File: config.mk
export PLATFORM = sky130hd
export DESIGN_NAME = sb_tx_arbiter_flat
export DESIGN_NICKNAME = d
export VERILOG_FILES = /design/src/rtl/sb_tx_arbiter_if.sv /design/src/rtl/sb_tx_arbiter.sv /design/src/flat_wrapper.sv
export SDC_FILE = /design/constraint.sdc
export NUM_CORES = 1
export LEC_CHECK = 0
export ABC_AREA = 1
export CORE_UTILIZATION = 30
export DETAILED_ROUTE_END_ITERATION = 10
export PLACE_DENSITY = 0.66
export SYNTH_ARGS = -nofsm -noshare
export SYNTH_HDL_FRONTEND = slang
export SYNTH_SLANG_ARGS = --single-unit
File: constraint.sdc
create_clock -name i_clk -period 12.36 [get_ports i_clk]
set_input_delay 1.236 -clock i_clk [delete_from_list [all_inputs] [get_ports i_clk]]
set_output_delay 1.236 -clock i_clk [all_outputs]
set_load 0.1 [all_outputs]
File: src/rtl/sb_tx_arbiter_if.sv
// Sideband TX arbiter bus: requester handshakes, captured packet payloads and
// the serializer word interface.
//   master : arbiter side (drives serializer word, acks, grant, busy)
//   slave  : requester/serializer side (drives requests, payloads, ser_done)
interface sb_tx_arbiter_if;
    logic        i_pattern_req;
    logic        i_rdi_req;
    logic [63:0] i_rdi_header;
    logic        i_ltsm_req;
    logic [63:0] i_ltsm_header;
    logic        i_ltsm_has_data;
    logic [63:0] i_ltsm_data;
    logic        i_ser_done;
    logic        o_ser_valid;
    logic [63:0] o_ser_data;
    logic        o_rdi_ack;
    logic        o_ltsm_ack;
    logic [1:0]  o_grant;
    logic        o_busy;

    modport master (
        input  i_pattern_req, i_rdi_req, i_rdi_header,
        input  i_ltsm_req, i_ltsm_header, i_ltsm_has_data, i_ltsm_data,
        input  i_ser_done,
        output o_ser_valid, o_ser_data, o_rdi_ack, o_ltsm_ack, o_grant, o_busy
    );

    modport slave (
        output i_pattern_req, i_rdi_req, i_rdi_header,
        output i_ltsm_req, i_ltsm_header, i_ltsm_has_data, i_ltsm_data,
        output i_ser_done,
        input  o_ser_valid, o_ser_data, o_rdi_ack, o_ltsm_ack, o_grant, o_busy
    );
endinterface

File: src/rtl/sb_tx_arbiter.sv
// Sideband TX arbiter/sequencer. Shares one 64-bit serializer among the
// start-pattern generator, the RDI encoder and the LTSM encoder, sends one
// packet at a time, inserts GAP_CYCLES idle cycles after each packet and
// acknowledges each completed transfer.
//   i_clk, i_rst : clock, asynchronous active-high reset
//   bus (master) : request/payload inputs, serializer word + done,
//                  acks, grant (00 none/01 pattern/10 RDI/11 LTSM), busy
module sb_tx_arbiter #(
    parameter int unsigned GAP_CYCLES = 32,
    parameter logic [63:0] PATTERN    = 64'hAAAA_AAAA_AAAA_AAAA
) (
    input  logic           i_clk,
    input  logic           i_rst,
    sb_tx_arbiter_if.master bus
);
    localparam int unsigned      CNT_W    = $clog2(GAP_CYCLES + 1);
    localparam logic [CNT_W-1:0] GAP_LAST = CNT_W'(GAP_CYCLES - 1);

    localparam logic [1:0] GRANT_NONE = 2'b00;
    localparam logic [1:0] GRANT_PAT  = 2'b01;
    localparam logic [1:0] GRANT_RDI  = 2'b10;
    localparam logic [1:0] GRANT_LTSM = 2'b11;

    typedef enum logic [2:0] {
        ST_IDLE,
        ST_PATTERN,
        ST_SEND_HDR,
        ST_SEND_DATA,
        ST_GAP
    } state_t;

    state_t           state;
    logic             fair_ltsm;     // LTSM wins over RDI once after RDI completed with LTSM waiting
    logic             has_data_q;
    logic             data_pending;
    logic [63:0]      data_q;
    logic [CNT_W-1:0] gap_cnt;

    always_ff @(posedge i_clk or posedge i_rst) begin
        if (i_rst) begin
            state           <= ST_IDLE;
            fair_ltsm       <= 1'b0;
            has_data_q      <= 1'b0;
            data_pending    <= 1'b0;
            data_q          <= '0;
            gap_cnt         <= '0;
            bus.o_ser_valid <= 1'b0;
            bus.o_ser_data  <= '0;
            bus.o_rdi_ack   <= 1'b0;
            bus.o_ltsm_ack  <= 1'b0;
            bus.o_grant     <= GRANT_NONE;
            bus.o_busy      <= 1'b0;
        end else begin
            bus.o_rdi_ack  <= 1'b0;
            bus.o_ltsm_ack <= 1'b0;

            case (state)
                ST_IDLE: begin
                    data_pending <= 1'b0;
                    if (bus.i_pattern_req) begin
                        state           <= ST_PATTERN;
                        bus.o_ser_valid <= 1'b1;
                        bus.o_ser_data  <= PATTERN;
                        bus.o_grant     <= GRANT_PAT;
                        bus.o_busy      <= 1'b1;
                    end else if (bus.i_ltsm_req && (fair_ltsm || !bus.i_rdi_req)) begin
                        state           <= ST_SEND_HDR;
                        fair_ltsm       <= 1'b0;
                        has_data_q      <= bus.i_ltsm_has_data;
                        data_q          <= bus.i_ltsm_data;
                        bus.o_ser_valid <= 1'b1;
                        bus.o_ser_data  <= bus.i_ltsm_header;
                        bus.o_grant     <= GRANT_LTSM;
                        bus.o_busy      <= 1'b1;
                    end else if (bus.i_rdi_req) begin
                        state           <= ST_SEND_HDR;
                        has_data_q      <= 1'b0;
                        bus.o_ser_valid <= 1'b1;
                        bus.o_ser_data  <= bus.i_rdi_header;
                        bus.o_grant     <= GRANT_RDI;
                        bus.o_busy      <= 1'b1;
                    end
                end

                ST_PATTERN: begin
                    // Pattern words go back-to-back while requested; gap only at the end.
                    if (bus.i_ser_done && !bus.i_pattern_req) begin
                        state           <= ST_GAP;
                        gap_cnt         <= '0;
                        bus.o_ser_valid <= 1'b0;
                    end
                end

                ST_SEND_HDR: begin
                    if (bus.i_ser_done) begin
                        state           <= ST_GAP;
                        gap_cnt         <= '0;
                        bus.o_ser_valid <= 1'b0;
                        if (bus.o_grant == GRANT_LTSM && has_data_q) begin
                            data_pending <= 1'b1;
                        end else if (bus.o_grant == GRANT_RDI) begin
                            bus.o_rdi_ack <= 1'b1;
                            if (bus.i_ltsm_req) begin
                                fair_ltsm <= 1'b1;
                            end
                        end else begin
                            bus.o_ltsm_ack <= 1'b1;
                        end
                    end
                end

                ST_SEND_DATA: begin
                    if (bus.i_ser_done) begin
                        state           <= ST_GAP;
                        gap_cnt         <= '0;
                        data_pending    <= 1'b0;
                        bus.o_ser_valid <= 1'b0;
                        bus.o_ltsm_ack  <= 1'b1;
                    end
                end

                ST_GAP: begin
                    if (gap_cnt == GAP_LAST) begin
                        gap_cnt <= '0;
                        if (data_pending) begin
                            state           <= ST_SEND_DATA;
                            data_pending    <= 1'b0;
                            bus.o_ser_valid <= 1'b1;
                            bus.o_ser_data  <= data_q;
                        end else begin
                            state       <= ST_IDLE;
                            bus.o_grant <= GRANT_NONE;
                            bus.o_busy  <= 1'b0;
                        end
                    end else begin
                        gap_cnt <= gap_cnt + 1'b1;
                    end
                end

                default: state <= ST_IDLE;
            endcase
        end
    end
endmodule

File: src/flat_wrapper.sv
// flat-port wrapper written by rule: the top's interface ports become plain ports
module sb_tx_arbiter_flat 
#(
    parameter int unsigned GAP_CYCLES = 32,
    parameter logic [63:0] PATTERN    = 64'hAAAA_AAAA_AAAA_AAAA
)
  (i_clk, i_rst, bus_i_pattern_req, bus_i_rdi_req, bus_i_rdi_header, bus_i_ltsm_req, bus_i_ltsm_header, bus_i_ltsm_has_data, bus_i_ltsm_data, bus_i_ser_done, bus_o_ser_valid, bus_o_ser_data, bus_o_rdi_ack, bus_o_ltsm_ack, bus_o_grant, bus_o_busy);
  sb_tx_arbiter_if bus_i ();
  input  logic i_clk;
  input  logic i_rst;
  input wire logic [$bits(bus_i.i_pattern_req)-1:0] bus_i_pattern_req;
  input wire logic [$bits(bus_i.i_rdi_req)-1:0] bus_i_rdi_req;
  input wire logic [$bits(bus_i.i_rdi_header)-1:0] bus_i_rdi_header;
  input wire logic [$bits(bus_i.i_ltsm_req)-1:0] bus_i_ltsm_req;
  input wire logic [$bits(bus_i.i_ltsm_header)-1:0] bus_i_ltsm_header;
  input wire logic [$bits(bus_i.i_ltsm_has_data)-1:0] bus_i_ltsm_has_data;
  input wire logic [$bits(bus_i.i_ltsm_data)-1:0] bus_i_ltsm_data;
  input wire logic [$bits(bus_i.i_ser_done)-1:0] bus_i_ser_done;
  output wire logic [$bits(bus_i.o_ser_valid)-1:0] bus_o_ser_valid;
  output wire logic [$bits(bus_i.o_ser_data)-1:0] bus_o_ser_data;
  output wire logic [$bits(bus_i.o_rdi_ack)-1:0] bus_o_rdi_ack;
  output wire logic [$bits(bus_i.o_ltsm_ack)-1:0] bus_o_ltsm_ack;
  output wire logic [$bits(bus_i.o_grant)-1:0] bus_o_grant;
  output wire logic [$bits(bus_i.o_busy)-1:0] bus_o_busy;
  assign bus_i.i_pattern_req = bus_i_pattern_req;
  assign bus_i.i_rdi_req = bus_i_rdi_req;
  assign bus_i.i_rdi_header = bus_i_rdi_header;
  assign bus_i.i_ltsm_req = bus_i_ltsm_req;
  assign bus_i.i_ltsm_header = bus_i_ltsm_header;
  assign bus_i.i_ltsm_has_data = bus_i_ltsm_has_data;
  assign bus_i.i_ltsm_data = bus_i_ltsm_data;
  assign bus_i.i_ser_done = bus_i_ser_done;
  assign bus_o_ser_valid = bus_i.o_ser_valid;
  assign bus_o_ser_data = bus_i.o_ser_data;
  assign bus_o_rdi_ack = bus_i.o_rdi_ack;
  assign bus_o_ltsm_ack = bus_i.o_ltsm_ack;
  assign bus_o_grant = bus_i.o_grant;
  assign bus_o_busy = bus_i.o_busy;
  sb_tx_arbiter #(.GAP_CYCLES(GAP_CYCLES), .PATTERN(PATTERN)) u_core (.i_clk(i_clk), .i_rst(i_rst), .bus(bus_i));
endmodule
**After elaboration in Yosys (flattened, before gate mapping)**

Index checks and enable logic that the tools add are counted.

- Register bits after elaboration: 146
- Output and inout bits: 70
- Input port bits: 199
- Logic and storage cells: 115

- Reductions and logical operators: 23
- Bitwise operators: 1
- Equality and inequality tests: 21
- Mux-type cells: 57
- Add/sub/neg operators: 1

Operators by type and width:

| kind | count |
|---|---|
| two-way mux 64 bit | 5 |
| case mux 64 bit (2 select lines) | 1 |
| two-way mux 1 bit | 28 |
| two-way mux 3 bit | 6 |
| two-way mux 6 bit | 3 |
| case mux 6 bit (3 select lines) | 1 |
| inequality test 2 x 1 -> 1 bit (second input constant) | 7 |
| two-way mux 2 bit | 6 |
| inequality test 2 bit (second input constant) | 6 |
| case mux 3 bit (4 select lines) | 1 |
| AND reduction 4 bit | 3 |
| AND reduction 3 bit | 3 |
| case mux 1 bit (4 select lines) | 2 |
| nonzero test 4 bit | 2 |
| AND reduction 7 bit | 1 |
| adder 6 x 1 -> 6 bit (second input constant) | 1 |
| equality test 3 x 2 -> 1 bit (second input constant) | 2 |
| equality test 6 x 5 -> 1 bit (second input constant) | 1 |
| case mux 1 bit (2 select lines) | 3 |
| AND reduction 6 bit | 1 |
| nonzero test 2 bit | 3 |
| AND reduction 5 bit | 1 |
| equality test 2 bit (second input constant) | 2 |
| inequality test 4 x 3 -> 1 bit (second input constant) | 1 |
| 10 further kinds | 13 |

**Depth between registers and ports, before layout**

Gate-level depths: netlist of the first run.

- Depth after elaboration: 6
- Mapped depth: 12
- Gate-level depth less buffers: 9

**Least setup slack after synthesis of the first run**

OpenSTA, ideal clock, no wires.

- Kind: input to register
- From: input port bus_i_rdi_req
- To: register u_core.bus.o_ser_data[26]
- Path buffers: 2
- Library setup time: 0.125 ns
- Data required time: 12.235 ns
- Arrival: 2.176 ns
- Setup slack: 10.059 ns
- Stages on the path: 8
- Cells stage by stage: nand2_1 clkbuf_1 clkbuf_1 nand3b_1 nand3_1 nand2_1 nand2_1 nand2_1

- Cells in the longest elaborated chain, start to end: 6
- Elaborated cells on any way between the ends: 8
- Those cells by class: 1 x eq/ne; 3 x mux; 4 x reduce/logical

Ends and longest elaborated chain:

| element | line | text |
|---|---|---|
| start, declared | flat_wrapper.sv:12 | `input wire logic [$bits(bus_i.i_rdi_req)-1:0] bus_i_rdi_req;` |
| zero test 1 bit | sb_tx_arbiter.sv:66 | `end else if (bus.i_ltsm_req && (fair_ltsm \|\| !bus.i_rdi_req)) begin` |
| logical OR 1 bit | sb_tx_arbiter.sv:66 |  |
| logical AND 1 bit | sb_tx_arbiter.sv:66 |  |
| two-way mux 64 bit | sb_tx_arbiter.sv:66 |  |
| two-way mux 64 bit | sb_tx_arbiter.sv:60 | `if (bus.i_pattern_req) begin` |
| case mux 64 bit (2 select lines) | sb_tx_arbiter.sv:57 | `case (state)` |
| end signal, assigned | sb_tx_arbiter.sv:72 | `bus.o_ser_data <= bus.i_ltsm_header;` |
| end signal, assigned | sb_tx_arbiter.sv:79 | `bus.o_ser_data <= bus.i_rdi_header;` |
| end signal, assigned | sb_tx_arbiter.sv:129 | `bus.o_ser_data <= data_q;` |
| end, declared | sb_tx_arbiter_if.sv:25 | `output o_ser_valid, o_ser_data, o_rdi_ack, o_ltsm_ack, o_grant, o_busy` |

Parallel ways exist; a longest one is shown, timed or not.
A chain may end at the register's enable or synchronous reset.

**Final worst setup path of the first run**

- From: input port bus_i_ltsm_req
- To: register u_core.bus.o_ser_data[62]

- Cells in the longest elaborated chain, start to end: 4
- Elaborated cells on any way between the ends: 6
- Those cells by class: 1 x eq/ne; 3 x mux; 2 x reduce/logical

Ends and longest elaborated chain:

| element | line | text |
|---|---|---|
| start, declared | flat_wrapper.sv:14 | `input wire logic [$bits(bus_i.i_ltsm_req)-1:0] bus_i_ltsm_req;` |
| logical AND 1 bit * | sb_tx_arbiter.sv:66 |  |
| two-way mux 64 bit | sb_tx_arbiter.sv:66 |  |
| two-way mux 64 bit | sb_tx_arbiter.sv:60 |  |
| case mux 64 bit (2 select lines) | sb_tx_arbiter.sv:57 |  |

Every way passes the cells marked *; elsewhere a longest branch is shown, timed or not.

==> results of run 1 <==
metal layers:
metal	track usage	vias to the layer above
met4	0.0595	0
met1	0.227	3485
met2	0.315	244
met5	0	-
li1	-	3862
met3	0.0397	18
synth_stat cells, drive strengths merged:
library cell    n
a21oi           6
a31oi           1
buf            24
clkbuf         44
dfrtp         146
ha              1
inv           119
nand2         490
nand3         108
nand3b         32
nand4           1
nor2           13
nor4            1
o21ai         110
o31ai           1
or2             1
final cells by class:
class | count | area [µm²]
Fill cell | 2553 | 14100
Sequential cell | 146 | 3650
Multi-Input combinational cell | 765 | 3350
Timing Repair Buffer | 278 | 2750
Inverter | 119 | 452
Clock buffer | 19 | 433
Tap cell | 330 | 413
Clock inverter | 12 | 160
through the flow:
stage	hold WS (ps)	cell area (µm²)	util
floorplan	441	7770	-
detailed placement	459	10600	0.419
global placement	454	10600	0.419
CTS	474	11200	0.443
finish	468	11200	0.443
global route	492	11200	0.443
worst max path at each step:
stage / start / end / slack (ps) / cells after the start
after CTS: bus_i_ltsm_req / u_core.bus.o_ser_data[60] / 8500 / 10
final: bus_i_ltsm_req / u_core.bus.o_ser_data[62] / 8520 / 10
after global placement: bus_i_ltsm_req / u_core.bus.o_ser_data[48] / 8190 / 10
after floorplan: i_rst / u_core.bus.o_busy / 7200 / 1
after detailed placement: bus_i_ltsm_req / u_core.bus.o_ser_data[39] / 8060 / 10
after global routing: bus_i_ltsm_req / u_core.bus.o_ser_data[18] / 8250 / 10
state kept, by name (all words and copies together) (netlist names), 2 cells and up:
name,count
u_core.bus.o_ser_data,64
u_core.gap_cnt,6
u_core.data_q,64
u_core.bus.o_grant,2
u_core.state,3
cells by family (layout without fill, tap and decap cells):
kind of cell | after synthesis | after routing | share of synthesized area
AO/OA/AOI/OAI | 118 | 118 | 0.0770
adder cells (fa/ha/maj) | 1 | 1 | 0.00161
buffers and inverters | 187 | 428 | 0.101
flip-flops | 146 | 146 | 0.470
AND/OR/NAND/NOR | 646 | 646 | 0.351
power breakdown:
group          internal (mW)  total (mW)  switching (mW)
registers              0.709       0.820           0.111
logic                  0.476        1.90            1.43
clock network          0.318       0.530           0.212
total                   1.50        3.25            1.75
worst min-delay path: stages (launching register included):
cell     delay [ps]
dfrtp_1         340
nand2_1          50
nand2_1          40
==> impl_metrics.json, run 1 <==
{
  "crit_fanout": 67,
  "die-area_mm2": 0.0266,
  "grt_usage": 0.183,
  "place_ws_ps": 8060,
  "instances_no_fill": 1669,
  "max_slew_margin": 0.269,
  "slew_viol_final": 0,
  "cts_tree": "done",
  "initial_utilization": 0.307,
  "clk_latency_ps": 420,
  "drive_gt1_frac": 0.0418,
  "rr_worst_depth": 9,
  "powerDensity_mw_per_mm2": 290,
  "synth_largest_area_cell": "dfrtp_1",
  "clkSinkCount": 146,
  "yosys-top-cells-area": "dfrtp_1 47%, nand2_1 23%, o21ai_0 7.0%, nand3_1 6.9%, inv_1 5.6%",
  "finalHoldViolCount": 0,
  "crit_type": "in -> reg",
  "grt_pass1_vias": 7439,
  "drtIter0Drc": 445,
  "grt_pass1_wl_um": 38200,
  "ys_seq_elements": 146,
  "whs_path_depth": 2,
  "ys_seq_area_frac": 0.470,
  "crit_required_ps": 12710,
  "grt_max_degree": 107,
  "place_inst": 1638,
  "post_cts_resized": 0,
  "cp_num_buf_inv": 4,
  "avgSynthCellArea_um2": 7.08,
  "dr.max_layer_used": "met4",
  "min_from": "u_core.data_q[32]",
  "postCtsSetupBuffers": 0,
  "p_leak_nw": 5.52,
  "synth_top_area_frac": 0.470,
  "setup_viol": 0,
  "rsz0062_at_grt": "false",
  "final_common_cell": "nand2_1",
  "min_path_type": "reg -> reg",
  "crit_slowest_cell": "buf_4",
  "critPathCaptureType": "flop",
  "drc": 0,
  "clk_root_buffer_cell": "clkbuf_16",
  "tns_ps": 0,
  "htree_num_levels": 4,
  "r2r-end": "u_core.bus.o_ser_data[29]",
  "crit_family": "buffers and inverters",
  "crit_chain": "buf_2, buf_4, nand2_2, buf_4, nand3_2, nand2_2, nor2_4, buf_4, nand2_1, nand2_1",
  "num_io_pins": 269,
  "antenna_cells": 0,
  "rrSetupSlack_ps": 9200,
  "fin_worst_skew_ps": 15.6,
  "routed-wl-met2_um": 11400,
  "firstDrtPassIters": 5,
  "wl_met1_um": 10700,
  "wl_per_cell_um": 14.4,
  "syn_nets": 1298,
  "hpwlAfterDp_um": 16000,
  "cts_hold_buf": 0,
  "start_kind": "primary input",
  "clk_path_buf_depth": 2,
  "period_share": 0.310,
  "via_count": 7609,
  "maxCapViolations": 0,
  "final_cell_mix": "484 x nand2_1, 267 x clkdlybuf4s50_1, 146 x dfrtp_1",
  "peakVddDrop_mv": 0.244,
  "viasPerCell": 4.56,
  "path_clk_slew_ps": 60,
  "drtAntennaViolNets": 0,
  "io_buffers": 268,
  "die_w_um": 163,
  "numCtsBuffers": 17,
  "min_period_ps": 3840,
  "hold_path_end": "u_core.data_q[32]",
  "dr_wl_met3_um": 1560,
  "num_rows": 58,
  "worst_slew_pin_slew_ps": 1100,
  "area_growth_pct": 44.3,
  "fp.dieH_um": 163,
  "cp.arrival_ps": 4190,
  "antenna_found_initial": 0,
  "outcome": "finished clean",
  "routed_wirelength_um": 24000,
  "fin_nets": 1527,
  "fmax_ghz": 0.261,
  "syn_area_mm2": 0.00777,
  "r2r-start": "u_core.state[1]",
  "core_area_mm2": 0.0253,
  "synth_cell_types": 27,
  "syn_inst": 1098,
  "slowest_delay_ps": 620,
  "globalplace.congestion": 0.823,
  "fin_ws_ps": 8520,
  "overflow": 0,
  "yosysWarningCount": 0,
  "fin_total_pwr_mw": 3.25,
  "crit_path_frequent_cell": "buf_4"
}
Note: power is estimated with default switching activity, not from simulation.
==> run 2, diff against run 1 <==
==> constraint.sdc (replaced) <==
create_clock -name i_clk -period 3.8 [get_ports i_clk]
set_input_delay 0.38 -clock i_clk [delete_from_list [all_inputs] [get_ports i_clk]]
set_output_delay 0.38 -clock i_clk [all_outputs]
set_load 0.1 [all_outputs]
==> run 2 against run 1 <==
Worst setup slack lost 7200 ps. Die area is the same. Count of clock-buffer cells in the layout is the same. Clock power grew to 3.5 times the previous value. First-iteration DRC count grew 18%. Utilization grew 0.28 points. Combinational power grew to 3.3 times the previous value. Register-to-register slack lost 7900 ps. Non-clock buffer count is the same. Critical path depth shrank 3. Critical path type is now reg -> reg. Largest cell class unchanged. Largest power group unchanged. Highest routed layer unchanged.
==> impl_metrics.json, run 2 (synthesis results as in run 1) <==
{
  "slowest_delay_ps": 570,
  "area_growth_pct": 45.3,
  "tns_ps": 0,
  "hold-worst-slack_ps": 468,
  "peakVddDrop_mv": 0.591,
  "start_kind": "flop",
  "cts_hold_buf": 0,
  "firstDrtPassIters": 5,
  "htree_num_levels": 4,
  "fmax_ghz": 0.402,
  "finalHoldViolCount": 0,
  "numCtsBuffers": 17,
  "powerDensity_mw_per_mm2": 950,
  "rr_worst_depth": 7,
  "multiInputGateArea_mm2": 0.00335,
  "instances_no_fill": 1669,
  "maxCapViolations": 0,
  "slew_viol_final": 0,
  "globalplace.congestion": 0.815,
  "critPathCaptureType": "flop",
  "wl_per_cell_um": 14.4,
  "crit_path_frequent_cell": "o21ai_0",
  "grt_max_degree": 147,
  "post_cts_resized": 0,
  "die_w_um": 163,
  "rsz0062_at_grt": "false",
  "crit_chain": "nor2_4, nand2_2, inv_2, buf_4, o21ai_0, inv_1, o21ai_0",
  "io_buffers": 268,
  "num-fill-cells": 2603,
  "crit_type": "reg -> reg",
  "initial_utilization": 0.307,
  "antenna_cells": 0,
  "r2r-end": "u_core.gap_cnt[3]",
  "postCtsSetupBuffers": 0,
  "period_share": 0.654,
  "grt_usage": 0.185,
  "die-area_mm2": 0.0266,
  "path_clk_slew_ps": 60,
  "cts_tree": "done",
  "core_area_mm2": 0.0253,
  "overflow": 0,
  "seq_area_mm2": 0.00365,
  "antenna_found_initial": 0,
  "clk_root_buffer_cell": "clkbuf_16",
  "grt_pass1_vias": 7499,
  "final_cell_mix": "484 x nand2_1, 267 x clkdlybuf4s50_1, 146 x dfrtp_1",
  "drc": 0,
  "grt_pass1_wl_um": 38500,
  "setup_viol": 0,
  "final_common_cell": "nand2_1",
  "rrSetupSlack_ps": 1310,
  "num_rows": 58,
  "min_path_type": "in -> async",
  "crit_fanout": 46,
  "clkSinkCount": 146,
  "hpwlAfterDp_um": 15500,
  "min_period_ps": 2490,
  "top_regs": "u_core.bus.o_ser_data: 64 flops, u_core.data_q: 64 flops, u_core.gap_cnt: 6 flops",
  "drive_gt1_frac": 0.0418,
  "viasPerCell": 4.63,
  "p_leak_nw": 5.55,
  "cp.arrival_ps": 2780,
  "crit_slowest_cell": "buf_4",
  "max_slew_margin": 0.307,
  "num_io_pins": 269,
  "drtAntennaViolNets": 0,
  "crit_required_ps": 4090,
  "worst_slew_pin_slew_ps": 1040,
  "clk_latency_ps": 420,
  "fp.dieH_um": 163,
  "place_inst": 1638,
  "fin_worst_skew_ps": 10.5,
  "routed_wirelength_um": 24100,
  "r2r-start": "u_core.state[1]",
  "clk_path_buf_depth": 2,
  "outcome": "finished clean",
  "drtIter0Drc": 526,
  "via_count": 7720,
  "fin_nets": 1527
}
[run 2: cell types whose count changed in the layout (fill, tap and decap cells not counted)]
cell       before  now
inv_6           2    1
clkinv_2        1    0
bufinv_16       3    5
buf_4          10    8
buf_12          0    2
[run 2: worst max-delay path, delay by kind of cell, from the launching register on]
kind	cells	cell delay, ps
compound gates	2	390
flops	1	460
simple gates	2	330
buf+inv	3	1150
[run 2: cell type report]
cell class,instances,share of cell area
clock inverter,12,0.0184
timing repair buffer,278,0.246
tap,330,0.0366
inverter,119,0.0399
sequential,146,0.324
multi-input combinational,765,0.297
clock buffer,19,0.0384
[run 2: worst max-delay path by stage]
stage                               start                        end  slack [ps]  depth (start not counted)
after floorplan                     i_rst          u_core.bus.o_busy        1590                          1
after global placement      bus_i_rdi_req  u_core.bus.o_ser_data[52]        1290                          9
after detailed placement    bus_i_rdi_req  u_core.bus.o_ser_data[36]        1260                          9
after CTS                 u_core.state[1]          u_core.gap_cnt[3]        1310                          7
after global routing      u_core.state[1]          u_core.gap_cnt[4]        1080                          7
final                     u_core.state[1]          u_core.gap_cnt[3]        1310                          7
[run 2: per-stage QoR]
| step | setup WS (ps) | utilization | area [µm²] | total power, mW |
|---|---|---|---|---|
| floorplan | 1590 | - | 7770 | 7.38 |
| global placement | 1290 | 0.420 | 10600 | 8.84 |
| detailed placement | 1260 | 0.420 | 10600 | 8.94 |
| CTS | 1310 | 0.446 | 11300 | 10.8 |
| global route | 1080 | 0.446 | 11300 | 11.5 |
| finish | 1310 | 0.446 | 11300 | 10.7 |
[run 2: metal layers]
metal | global-route usage | wire length (µm)
met4 | 0.0404 | 189
met1 | 0.245 | 10900
met3 | 0.0423 | 1800
met2 | 0.308 | 11300
met5 | 0 | 0
[run 2: power by group]
group	internal (mW)	switching (mW)	leakage [nW]
Combinational	1.56	4.66	3.44
Sequential	2.31	0.349	1.81
Clock	1.17	0.680	0.300
Total	5.03	5.69	5.55
